--- src/rtl/instruction_fetch_unit.sv ---
// Fetch stage: holds the PC, fetches one 32-bit word per request/ack handshake and
// presents a single registered instruction to the control unit.
module instruction_fetch_unit #(
  parameter int unsigned           ADDR_WIDTH = 32,
  parameter logic [ADDR_WIDTH-1:0] RESET_PC   = '0
) (
  input  logic                  CLK,
  input  logic                  Reset,
  output logic                  IMemReq,
  output logic [ADDR_WIDTH-1:0] IMemAddr,
  input  logic                  IMemAck,
  input  logic [31:0]           IMemData,
  input  logic                  Stall,
  input  logic                  Redirect,
  input  logic [ADDR_WIDTH-1:0] RedirectPC,
  output logic [31:0]           Instr,
  output logic [6:0]            Opcode,
  output logic [ADDR_WIDTH-1:0] PCOut,
  output logic                  InstrValid
);

  typedef enum logic [1:0] {
    StIdle,
    StReq,
    StFull
  } state_e;

  state_e                r_state;
  logic [ADDR_WIDTH-1:0] r_pc;
  logic [ADDR_WIDTH-1:0] r_pc_out;
  logic [31:0]           r_instr;
  logic                  r_valid;
  logic [ADDR_WIDTH-1:0] w_redirect_pc;

  assign w_redirect_pc = {RedirectPC[ADDR_WIDTH-1:2], 2'b00};

  always_ff @(posedge CLK or negedge Reset) begin
    if (!Reset) begin
      r_state  <= StIdle;
      r_pc     <= RESET_PC;
      r_pc_out <= '0;
      r_instr  <= '0;
      r_valid  <= 1'b0;
    end else begin
      unique case (r_state)
        StIdle: r_state <= StReq;
        StReq: begin
          // Redirect wins over a same-cycle ack: the fetched word is dropped.
          if (Redirect) begin
            r_pc    <= w_redirect_pc;
            r_valid <= 1'b0;
            r_state <= StReq;
          end else if (IMemAck) begin
            r_instr  <= IMemData;
            r_pc_out <= r_pc;
            r_valid  <= 1'b1;
            r_pc     <= r_pc + ADDR_WIDTH'(4);
            r_state  <= StFull;
          end
        end
        StFull: begin
          if (Redirect) begin
            r_pc    <= w_redirect_pc;
            r_valid <= 1'b0;
            r_state <= StReq;
          end else if (!Stall) begin
            r_valid <= 1'b0;
            r_state <= StReq;
          end
        end
        default: r_state <= StIdle;
      endcase
    end
  end

  // Request is decoded from state so asynchronous reset drops it without a clock.
  assign IMemReq    = (r_state == StReq);
  assign IMemAddr   = r_pc;
  assign Instr      = r_instr;
  assign Opcode     = r_instr[6:0];
  assign PCOut      = r_pc_out;
  assign InstrValid = r_valid;

endmodule

--- config.mk ---
export PLATFORM = sky130hd
export DESIGN_NAME = instruction_fetch_unit
export DESIGN_NICKNAME = d
export VERILOG_FILES = /design/src/rtl/instruction_fetch_unit.sv
export SDC_FILE = /design/constraint.sdc
export NUM_CORES = 1
export LEC_CHECK = 0
export ABC_AREA = 1
export BUFFER_PORTS_ARGS = -buffer_cell sky130_fd_sc_hd__buf_2
export CAP_MARGIN = 15
export CORE_ASPECT_RATIO = 2
export CORE_MARGIN = 1.5
export CORE_UTILIZATION = 33
export CTS_CLUSTER_DIAMETER = 100
export DETAILED_ROUTE_END_ITERATION = 8
export PLACE_DENSITY = 0.63
export SETUP_SLACK_MARGIN = 0.3
export SKIP_CTS_REPAIR_TIMING = 1
export SYNTH_ARGS = -nofsm -noshare
export SYNTH_HDL_FRONTEND = slang
export SYNTH_SLANG_ARGS = --single-unit
--- constraint.sdc ---
create_clock -name CLK -period 3.2 [get_ports CLK]
set_clock_uncertainty 0.05 [all_clocks]
set_input_delay 0.48 -clock CLK [delete_from_list [all_inputs] [get_ports CLK]]
set_output_delay 0.48 -clock CLK [all_outputs]
set_load 0.01 [all_outputs]
==> flow_metrics.env <==
export IMPL_synth_async_sr_flop_share=1.00
export IMPL_gp_routability_congestion=0.972
export IMPL_floorplan_initialDensity=0.339
export IMPL_fin_crit_ps=2000
export IMPL_r2r_cells=8
export IMPL_cts_root_buf="clkbuf_16"
export IMPL_numCtsBuffers=9
export IMPL_p_int_mw=3.47
export IMPL_drive_gt1_frac=0.243
export IMPL_die_height_microns=175
export IMPL_peakVddDrop_mv=0.340
export IMPL_clkPwrFrac=0.158
export IMPL_p_seq_frac=0.355
export IMPL_hold_class="input pin to async pin"
export IMPL_seq_area_frac_synth=0.486
export IMPL_tns_ps=0
export IMPL_vias=4786
export IMPL_h_tree_depth=3
export IMPL_drtPass1Iterations=5
export IMPL_crit_chain="inv_2, nand2_1, nand2_1, inv_2, nor3_4, nand2_4, nand2_1, o21ai_1"
export IMPL_setup_viol=0
export IMPL_antenna_found_initial=0
export IMPL_grt_first_pass_wirelength_microns=23000
export IMPL_ys_seq_elements=95
export IMPL_switching_share=0.467
export IMPL_vias_per_cell=4.70
export IMPL_clk_pin_slew_ps=70
export IMPL_slowest_stage="nand2_4"
export IMPL_cts_tree="yes"
export IMPL_r2r_setup_slack_ps=1200
export IMPL_die_area_sq_um=15600
export IMPL_hold_violations=0
export IMPL_numClockSinks=95
export IMPL_worst_ep_required_time_ps=3340
export IMPL_design_area_sq_um=6110
export IMPL_final_nets=892
export IMPL_overflow=0
export IMPL_synthToLayoutAreaGrowth_pct=24.9
export IMPL_drv_slew=0
export IMPL_ant_nets=0
export IMPL_core_area_sq_um=14400
export IMPL_worst_pin_slew_ps=913
export IMPL_startpoint_type="flip-flop"
export IMPL_fmax_mhz=499
export IMPL_drt_iter0_drc=189
export IMPL_grt_pass1_vias=4573
export IMPL_grt_max_degree=90
export IMPL_numPortBuffers=167
export IMPL_ys_flop_type="dfrtp_1"
export IMPL_drv_cap=0
export IMPL_critPathCaptureType="flip-flop"
export IMPL_routedWlPerCell_microns=14.9
export IMPL_reg2reg_from="r_state[0]"
export IMPL_grt_util_all_layers=0.196
export IMPL_cp_slowest_stage_delay_ps=490
export IMPL_drc=0
export IMPL_power_density_nw_per_um2=1060
export IMPL_crit_fanout=89
export IMPL_finalCritPeriodShare=0.626
export IMPL_antennaDiodeCount=0
export IMPL_place_area_sq_um=5820
export IMPL_yosysWarnings=0
export IMPL_layout_common_cells="248 x nand2_1, 166 x buf_2, 95 x dfrtp_1, 88 x nor2_1, 71 x nand3_1"
export IMPL_switchingPower_mw=3.03
export IMPL_max_clock_path_buffers=2
export IMPL_path_class="flip-flop to flip-flop"
export IMPL_die_w_microns=89.1
export IMPL_dp_hpwl_microns=11300
export IMPL_worstReg2RegEnd="PCOut[22]"
export IMPL_synthCells=674
export IMPL_critPathBufInv=2
export IMPL_pwr_share_comb=0.486
export IMPL_pin_count=174
export IMPL_syn_area_sq_um=4890
export IMPL_synth_distinct_cells=28
export IMPL_final_common_cell="nand2_1"
export IMPL_rows=62
export IMPL_p_leak_nw=3.27
export IMPL_crit_family="simple AND/OR/NAND/NOR gates"
export IMPL_synth_edff_count=0
export IMPL_syn_avg_cell_area_sq_um=7.26
export IMPL_crit_path_frequent_cell="nand2_1"
export IMPL_grt_setup_unrepaired="no"
export IMPL_status="complete, no violations"
export IMPL_slew_headroom=0.391
export IMPL_clk_latency_ps=340
export IMPL_routed_wirelength_microns=15100
export IMPL_arrival_ps=2150
==> worst max-delay path by stage <==
stage / startpoint / to / slack [ps] / cells after the start
final: r_state[0] / PCOut[22] / 1200 / 8
after global routing: r_state[0] / PCOut[26] / 1000 / 8
after CTS: r_state[0] / PCOut[22] / 1170 / 8
after detailed placement: Redirect / PCOut[22] / 1010 / 8
after global placement: Redirect / PCOut[23] / 1040 / 8
after floorplan: Redirect / Instr[23] / 1660 / 9
==> through the flow <==
stage	util	hold WS, ps	total power, mW	std cells	setup slack (ps)
after global placement	0.404	397	5.47	1003	1040
after global routing	0.423	179	7.10	1019	1000
after detailed placement	0.404	403	5.53	1003	1010
after floorplan	-	134	4.33	677	1660
final	0.423	139	6.50	1019	1200
after CTS	0.423	162	6.59	1019	1170
==> cell families after synthesis <==
family          synth area share
simple gates               0.351
fa+ha+maj                0.00256
compound gates            0.0691
buf+inv                   0.0831
other cells             0.000767
xor+xnor                 0.00716
flops                      0.486
==> Yosys cell counts, drive strengths merged, types with 2 or more instances <==
| cell type | n | area share |
|---|---|---|
| inv | 47 | 0.036 |
| buf | 31 | 0.041 |
| nor2 | 91 | 0.071 |
| nand2 | 249 | 0.19 |
| dfrtp | 95 | 0.49 |
| a21oi | 12 | 0.012 |
| o21bai | 2 | 0.0031 |
| xor2 | 4 | 0.0072 |
| or2 | 2 | 0.0026 |
| o22ai | 3 | 0.0038 |
| nand4 | 7 | 0.0090 |
| clkbuf | 8 | 0.0061 |
| nand3 | 72 | 0.075 |
| o21ai | 46 | 0.047 |
==> sequential cells by signal (all words and copies together) (netlist names) <==
signal,count
r_state,2
Instr,32
PCOut,30
IMemAddr,30
InstrValid,1
==> per-layer routing <==
layer  track usage  vias up  share of wire
li1              -     2412              -
met1         0.216     2192           0.38
met2         0.340      147           0.53
met3        0.0302       35          0.046
met4         0.119        0          0.044
met5             0        -              0
==> worst reg2reg max path: stages, from the launching register on <==
cell     delay [ps]
dfrtp_1         400
inv_2            80
nand2_1          70
nand2_1         120
inv_2            60
nor3_4          220
nand2_4         490
nand2_1         280
o21ai_1          80
==> power groups by stage <==
stage	Clock [mW]	Sequential, mW	Combinational [mW]
2_1_floorplan	0	2.51	1.83
5_1_grt	1.12	2.40	3.58
6_report	1.03	2.31	3.16
3_3_place_gp	0	2.31	3.16
3_5_place_dp	0	2.33	3.21
4_1_cts	1.07	2.31	3.22
==> final cells by class <==
cell class	count	area, sq um
clock buffer	12	256
multi-input combinational	496	2130
tap	192	240
clock inverter	4	28.8
inverter	47	176
timing repair buffer	173	896
sequential	95	2380
fill	1595	8320
No activity file was read; power rests on OpenSTA's default activity.
